==> src/rtl/strhw_msg_sequencer.sv <==
// Message sequencer: packs 64-bit message words into 512-bit blocks and drives the hash core handshake.
// Latency: a block is offered to the core one cycle after it closes; the hash appears one cycle after core DONE.
// Backpressure: s_ready_o is high only while filling a block; the result is held until m_hash_ready_i.
//
// Ports:
//   clk_i / rst_i                                clock, asynchronous active-high reset
//   s_data_i/s_valid_i/s_ready_o/s_last_i        message word stream (byte b at [8b+7:8b])
//   s_bytes_i, s_hash_size_i                     valid bytes of last word; hash size (taken on first word)
//   m_hash_o/m_hash_size_o/m_hash_valid_o/_ready result port
//   core_*                                       strhw_control_logic trg/state handshake and data
//   error_o                                      sticky watchdog error

package strhw_msg_sequencer_pkg;
    typedef enum logic [1:0] {
        CLEAR = 2'd0,
        BUSY  = 2'd1,
        READY = 2'd2,
        DONE  = 2'd3
    } state_t;
endpackage

module strhw_msg_sequencer
    import strhw_msg_sequencer_pkg::*;
#(
    parameter int unsigned TIMEOUT_CYCLES = 65535
) (
    input  logic         clk_i,
    input  logic         rst_i,
    input  logic [63:0]  s_data_i,
    input  logic         s_valid_i,
    output logic         s_ready_o,
    input  logic         s_last_i,
    input  logic [3:0]   s_bytes_i,
    input  logic         s_hash_size_i,
    output logic [511:0] m_hash_o,
    output logic         m_hash_size_o,
    output logic         m_hash_valid_o,
    input  logic         m_hash_ready_i,
    input  state_t       core_state_i,
    output logic         core_trg_o,
    output logic [511:0] core_block_o,
    output logic [6:0]   core_block_size_o,
    output logic         core_hash_size_o,
    input  logic [511:0] core_hash_i,
    output logic         error_o
);

    localparam int CW = (TIMEOUT_CYCLES > 0) ? $clog2(TIMEOUT_CYCLES + 1) : 1;
    localparam logic [CW-1:0] LP_TIMEOUT = CW'(TIMEOUT_CYCLES);
    localparam logic [CW-1:0] LP_CNT_MAX = '1;

    typedef enum logic [2:0] {
        S_INIT, S_FILL, S_DISP_WAIT, S_DISP_TRG, S_WAIT_DONE, S_RELEASE, S_HOLD, S_ERROR
    } fsm_t;

    fsm_t           r_state, w_state_nxt;
    logic [2:0]     r_word_cnt;
    logic [511:0]   r_block;
    logic [6:0]     r_size;
    logic           r_pend_zero;
    logic           r_first;
    logic           r_hash_size;
    logic           r_trg, w_trg_nxt;
    logic           r_ready;
    logic [511:0]   r_hash;
    logic           r_hash_vld, w_vld_nxt;
    logic           r_m_hash_size;
    logic           r_error;
    logic [CW-1:0]  r_wait_cnt;

    logic           w_accept;
    logic           w_close;
    logic [3:0]     w_bytes_eff;
    logic [63:0]    w_word_masked;
    logic [6:0]     w_size_acc;
    logic           w_wait_state;
    logic           w_timeout;
    logic           w_clr_block;
    logic           w_zero_dispatch;
    logic           w_capture;

    // r_ready is only ever set while the FSM is in FILL, so it doubles as the accept qualifier.
    assign w_accept    = s_valid_i & r_ready;
    assign w_close     = w_accept & (s_last_i | (r_word_cnt == 3'd7));
    // Non-last words always carry 8 bytes; out-of-range byte counts are clamped to a full word.
    assign w_bytes_eff = (s_last_i && (s_bytes_i < 4'd8)) ? s_bytes_i : 4'd8;
    assign w_size_acc  = {1'b0, r_word_cnt, 3'b000} + {3'b000, w_bytes_eff};

    always_comb begin
        w_word_masked = '0;
        for (int j = 0; j < 8; j++) begin
            if (4'(j) < w_bytes_eff) begin
                w_word_masked[8*j +: 8] = s_data_i[8*j +: 8];
            end
        end
    end

    assign w_wait_state = (r_state == S_INIT)      || (r_state == S_DISP_WAIT) ||
                          (r_state == S_DISP_TRG)  || (r_state == S_WAIT_DONE) ||
                          (r_state == S_RELEASE);
    assign w_timeout    = (TIMEOUT_CYCLES != 0) && w_wait_state && (r_wait_cnt == LP_TIMEOUT);

    // Next-state and control decode
    always_comb begin
        w_state_nxt     = r_state;
        w_trg_nxt       = r_trg;
        w_vld_nxt       = r_hash_vld;
        w_clr_block     = 1'b0;
        w_zero_dispatch = 1'b0;
        w_capture       = 1'b0;
        if (w_timeout) begin
            w_state_nxt = S_ERROR;
            w_trg_nxt   = 1'b0;
        end else begin
            case (r_state)
                S_INIT: begin
                    if (core_state_i == CLEAR) w_state_nxt = S_FILL;
                end
                S_FILL: begin
                    if (w_close) w_state_nxt = S_DISP_WAIT;
                end
                S_DISP_WAIT: begin
                    if ((core_state_i == CLEAR) || (core_state_i == READY)) begin
                        w_trg_nxt   = 1'b1;
                        w_state_nxt = S_DISP_TRG;
                    end
                end
                S_DISP_TRG: begin
                    if (core_state_i == BUSY) begin
                        w_trg_nxt   = 1'b0;
                        w_clr_block = 1'b1;
                        if (r_size < 7'd64) begin
                            w_state_nxt = S_WAIT_DONE;
                        end else if (r_pend_zero) begin
                            // Message was an exact multiple of 64 bytes: follow with an empty block.
                            w_zero_dispatch = 1'b1;
                            w_state_nxt     = S_DISP_WAIT;
                        end else begin
                            w_state_nxt = S_FILL;
                        end
                    end
                end
                S_WAIT_DONE: begin
                    if (core_state_i == DONE) begin
                        w_capture   = 1'b1;
                        w_vld_nxt   = 1'b1;
                        w_trg_nxt   = 1'b1;
                        w_state_nxt = S_RELEASE;
                    end
                end
                S_RELEASE: begin
                    if (r_hash_vld && m_hash_ready_i) w_vld_nxt = 1'b0;
                    if (core_state_i == CLEAR) begin
                        w_trg_nxt   = 1'b0;
                        w_state_nxt = S_HOLD;
                    end
                end
                S_HOLD: begin
                    if (!r_hash_vld) begin
                        w_state_nxt = S_FILL;
                    end else if (m_hash_ready_i) begin
                        w_vld_nxt   = 1'b0;
                        w_state_nxt = S_FILL;
                    end
                end
                S_ERROR: begin
                    w_trg_nxt = 1'b0;
                end
                default: begin
                    w_state_nxt = S_ERROR;
                    w_trg_nxt   = 1'b0;
                end
            endcase
        end
    end

    always_ff @(posedge clk_i or posedge rst_i) begin
        if (rst_i) begin
            r_state    <= S_INIT;
            r_trg      <= 1'b0;
            r_hash_vld <= 1'b0;
            r_ready    <= 1'b0;
            r_error    <= 1'b0;
            r_wait_cnt <= '0;
        end else begin
            r_state    <= w_state_nxt;
            r_trg      <= w_trg_nxt;
            r_hash_vld <= w_vld_nxt;
            r_ready    <= (w_state_nxt == S_FILL);
            r_error    <= r_error | (w_state_nxt == S_ERROR);
            // Restarts on every state change, so each wait state begins counting from zero.
            if (w_state_nxt != r_state) begin
                r_wait_cnt <= '0;
            end else if (r_wait_cnt != LP_CNT_MAX) begin
                r_wait_cnt <= r_wait_cnt + 1'b1;
            end
        end
    end

    // Block assembly, sizing and result capture
    always_ff @(posedge clk_i or posedge rst_i) begin
        if (rst_i) begin
            r_word_cnt    <= '0;
            r_block       <= '0;
            r_size        <= '0;
            r_pend_zero   <= 1'b0;
            r_first       <= 1'b1;
            r_hash_size   <= 1'b0;
            r_hash        <= '0;
            r_m_hash_size <= 1'b0;
        end else begin
            if (w_accept) begin
                if (r_word_cnt == 3'd0) begin
                    r_block <= {448'b0, w_word_masked};
                end else begin
                    r_block[{r_word_cnt, 6'b000000} +: 64] <= w_word_masked;
                end
                r_word_cnt <= w_close ? 3'd0 : r_word_cnt + 3'd1;
                r_size     <= w_size_acc;
                if (r_first) begin
                    r_hash_size <= s_hash_size_i;
                    r_first     <= 1'b0;
                end
                if (w_close && s_last_i && (r_word_cnt == 3'd7) && (w_size_acc == 7'd64)) begin
                    r_pend_zero <= 1'b1;
                end
            end
            if (w_clr_block) r_block <= '0;
            if (w_zero_dispatch) begin
                r_size      <= '0;
                r_pend_zero <= 1'b0;
            end
            if (w_capture) begin
                r_hash        <= core_hash_i;
                r_m_hash_size <= r_hash_size;
            end
            if ((r_state == S_HOLD) && (w_state_nxt == S_FILL)) r_first <= 1'b1;
        end
    end

    assign s_ready_o         = r_ready;
    assign m_hash_o          = r_hash;
    assign m_hash_size_o     = r_m_hash_size;
    assign m_hash_valid_o    = r_hash_vld;
    assign core_trg_o        = r_trg;
    assign core_block_o      = r_block;
    assign core_block_size_o = r_size;
    assign core_hash_size_o  = r_hash_size;
    assign error_o           = r_error;

endmodule

==> config.mk <==
export PLATFORM = sky130hd
export DESIGN_NAME = strhw_msg_sequencer
export DESIGN_NICKNAME = d
export VERILOG_FILES = /design/src/rtl/strhw_msg_sequencer.sv
export SDC_FILE = /design/constraint.sdc
export NUM_CORES = 2
export LEC_CHECK = 0
export CORE_AREA = 2 2 639 641
export DETAILED_ROUTE_END_ITERATION = 12
export DIE_AREA = 0 0 641 643
export PLACE_DENSITY = 0.32
export SYNTH_ARGS = -nofsm -noshare
export SYNTH_HDL_FRONTEND = slang
export SYNTH_SLANG_ARGS = --single-unit
==> constraint.sdc <==
create_clock -name clk_i -period 46.5 [get_ports clk_i]
set_input_delay 9.3 -clock clk_i [delete_from_list [all_inputs] [get_ports clk_i]]
set_output_delay 9.3 -clock clk_i [all_outputs]
set_load 0.02 [all_outputs]
==> metrics.md <==
| Metric | Value |
|---|---|
| Sum Neg Setup Slack | 0 ps |
| PortBufs | roughly 1,600 |
| Max-Cap Viols | 0 |
| Worst-Skew Late Latency | about 910 ps |
| GRT Total Usage | 16.4% |
| Initial antenna violation count | about 260 |
| Crit share post-route | a little under a third |
| Drt via density | approximately 3.3 |
| Type of the most critical hold path | reg2reg |
| Detailed-route DRC error count | 0 |
| Peak supply drop | around 0.028 mV |
| Clock tree from TritonCTS | done |
| Vias in the first global route | approximately 34,000 |
| Worst Reg-to-Reg Cells | 9 |
| Top_reg_cell synth | dfrtp_1 |
| Die Footprint | a little over 400,000 µm² |
| Area grow syn2layout | 69.0% |
| Slew Limit Headroom | between 20% and 30% |
| Largest net degree at the start of global routing | between 100 and 150 |
| RR Endpoint | m_hash_o[1] |
| Routed Antenna Nets | 0 |
| Switching Share | between 20% and 30% |
| # IOs | approximately 1,600 |
| Final WL | between 300,000 and 400,000 µm |
| Crit. End Element | flop |
| DP HPWL | about 290,000 µm |
| Clock sink count | approximately 1,100 |
| Worst-Margin Slew | 1190 ps |
| Worst reg-to-reg setup slack | roughly 40,000 ps |
| Die H | between 600 and 700 µm |
| Crit path DAT | 15,280 ps |
| Area leader, netlist | dfrtp_1 |
| Clk_skew | just over 100 ps |
| CP Class | in2reg |
| Flops & latches, synth | ~1,100 |
| Non-Filler Cell Area, Final | slightly below 70,000 µm² |
| DR vias | 33,300 |
| Fillers | 44,600 |
| Post-cts resize count | 0 |
| # rows | between 200 and 250 |
| Combinational Power Share | around 4.8% |
| Largest cells by area after synthesis | dfrtp_1, mux2_2, a22o_1 |
| FFs w/ async S/R, synth | 100% |
| Area occupied by registers | ~27,000 µm² |
| Dpl cell area | ~63,000 µm² |
| Worst-path clk slew | ~50 ps |
| Die width | between 600 and 700 µm |
| Core Box Area | approximately 400,000 µm² |
| WL/cell | between 30 and 40 µm |
| RSZ-0062 raised after global routing | false |
| CTS root buffer | clkbuf_16 |
| Syn_area_per_cell | between 10 and 15 µm² |
| Crit path capture | m_hash_o[1] |
| Final Util | between 10% and 20% |
| First-pass GRT wire length | about 430,000 µm |
| Lkg Pwr | approximately 29 nW |
| Minimum clock period | ~15,000 ps |
| Area of the multi-input gates | between 10,000 and 15,000 µm² |
| Internal | between 1.5 and 2 mW |
| Synth top cells by count | dfrtp_1, mux2_2, a22o_1, nand2_1, clkbuf_1 |
| Total Nets Final | roughly 5,000 |
| Total CTS buffers | about 150 |
| H-tree depth | 4 |
| Syn_nets | ~3,400 |
| Max-slew violations | 0 |
| Endpoints failing setup | 0 |
| Worst Hold Launch | r_first |
| Seq/Total Area, Yosys | 65.5% |
| Most common cell in the netlist | dfrtp_1 |
| CP Launch Type | primary input |
| Max Fclk | around 70 MHz |
| Gr ovfl total | 0 |
| Clock power frac | a little over half |
| Sequential power share | between 40% and 50% |
| Starting Density | roughly a tenth |
| RD Place Congestion | 0.993 |
| Critical path fanouts, max | 63 |
| # hold bufs at CTS | 0 |
| Switching power of the nets | approximately 0.57 mW |
| YS warnings | 0 |
| Post-Syn Area | between 40,000 and 50,000 µm² |
| Crit. Startpoint | core_state_i[0] |
| CP required | ~47,000 ps |
| Mapped Cells | 2,814 |
| Clock Path Buffers | 4 |
| Post-synth top area share | 65.4% |
| Reg2reg start | r_state[2] |
| Share of cells above drive strength 1 | between 20 and 25% |
| EDFF count, synth | 0 |
| Power density cells | 33.2 nW/µm² |
| # Post-CTS Setup Buffers | 0 |
| Post-synth cell types | 61 |
| Finished Layout Cells | 10,000 |
| DR iter-0 viols | approximately 2,500 |
| Dpl cells | between 9,000 and 10,000 |
| Hold Vio Cnt, Final | 0 |
| Drt pass-1 iters | 5 |
| Outcome | complete, no violations |
==> routing by layer <==
metal | part of all wire, % | track usage (%) | vias up
met5 | 0.062 | 0 | -
met4 | 2.5 | 3.57 | 34
met3 | 11 | 6.87 | 559
met2 | 48 | 27.8 | 1823
met1 | 39 | 19.3 | 17300
li1 | - | - | 13500
==> worst max-delay path, cell delays in order <==
cell and delay (ps):
clkdlybuf4s50_1 760, nand2_1 210, nor4b_2 280, buf_4 520, buf_4 630, buf_4 620, buf_4 710, buf_4 700
buf_4 780, mux2_2 420
==> power by group through the flow <==
stage                     clock network (mW)  logic [mW]  registers (mW)
after floorplan                            0      0.0262           0.942
after global placement                     0       0.113           0.940
after detailed placement                   0       0.113           0.940
after CTS                               1.30       0.114           0.923
after global routing                    1.32       0.118           0.923
final                                   1.24       0.108           0.924
==> sequential cells by signal (all words and copies together), names as in the netlist <==
name and count:
core_hash_size_o 1, core_block_size_o 7, r_state 3, m_hash_o 512, error_o 1, r_pend_zero 1, s_ready_o 1, r_wait_cnt 16
core_trg_o 1, r_word_cnt 3, core_block_o 512, m_hash_valid_o 1, r_first 1, m_hash_size_o 1
==> layout make-up <==
cell class	instances	share of cell area [%]
inverter	6	0.0438
clock buffer	222	6.50
tap	5428	9.91
antenna	40	0.146
clock inverter	52	0.997
timing repair buffer	1695	24.5
sequential	1061	38.7
multi-input combinational	1501	19.1
==> placed cells by master (no fill, tap or decap), types with 39 or more instances in the layout <==
cell                n
clkbuf_16         157
a22o_1            320
buf_4              69
diode_2            40
nand2_1           220
and2_1             39
dfrtp_1          1060
o2bb2ai_1          75
mux2_2            517
o2bb2ai_2          54
a21oi_1            75
clkdlybuf4s50_1  1624
==> worst min-delay path by stage <==
stage,end,depth (start not counted)
detailed placement,r_first,2
finish,r_first,2
global placement,r_first,2
global route,r_first,2
CTS,r_first,2
floorplan,r_first,2
==> logic make-up (layout without fill, tap and decap cells) <==
group,count (synthesis),after routing,share of synthesized area [%]
DFF,1061,1061,65.5
xor gates and xnor gates,14,14,0.302
muxes,518,518,14.4
and+or+nand+nor,387,387,4.64
other,0,40,0
buffers and inverters,252,1975,2.66
AOI/OAI and AO/OA,573,573,12.3
adders and majority gates,9,9,0.278
==> through the flow <==
| step | worst slack, ps | hold WS (ps) | power (mW) |
|---|---|---|---|
| 6_report | 31960 | 465 | 2.28 |
| 5_1_grt | 31670 | 471 | 2.37 |
| 4_1_cts | 31980 | 464 | 2.33 |
| 3_5_place_dp | 31010 | 454 | 1.05 |
| 3_3_place_gp | 31030 | 453 | 1.05 |
| 2_1_floorplan | 7340 | 439 | 0.968 |
No activity file was read; power rests on OpenSTA's default activity.
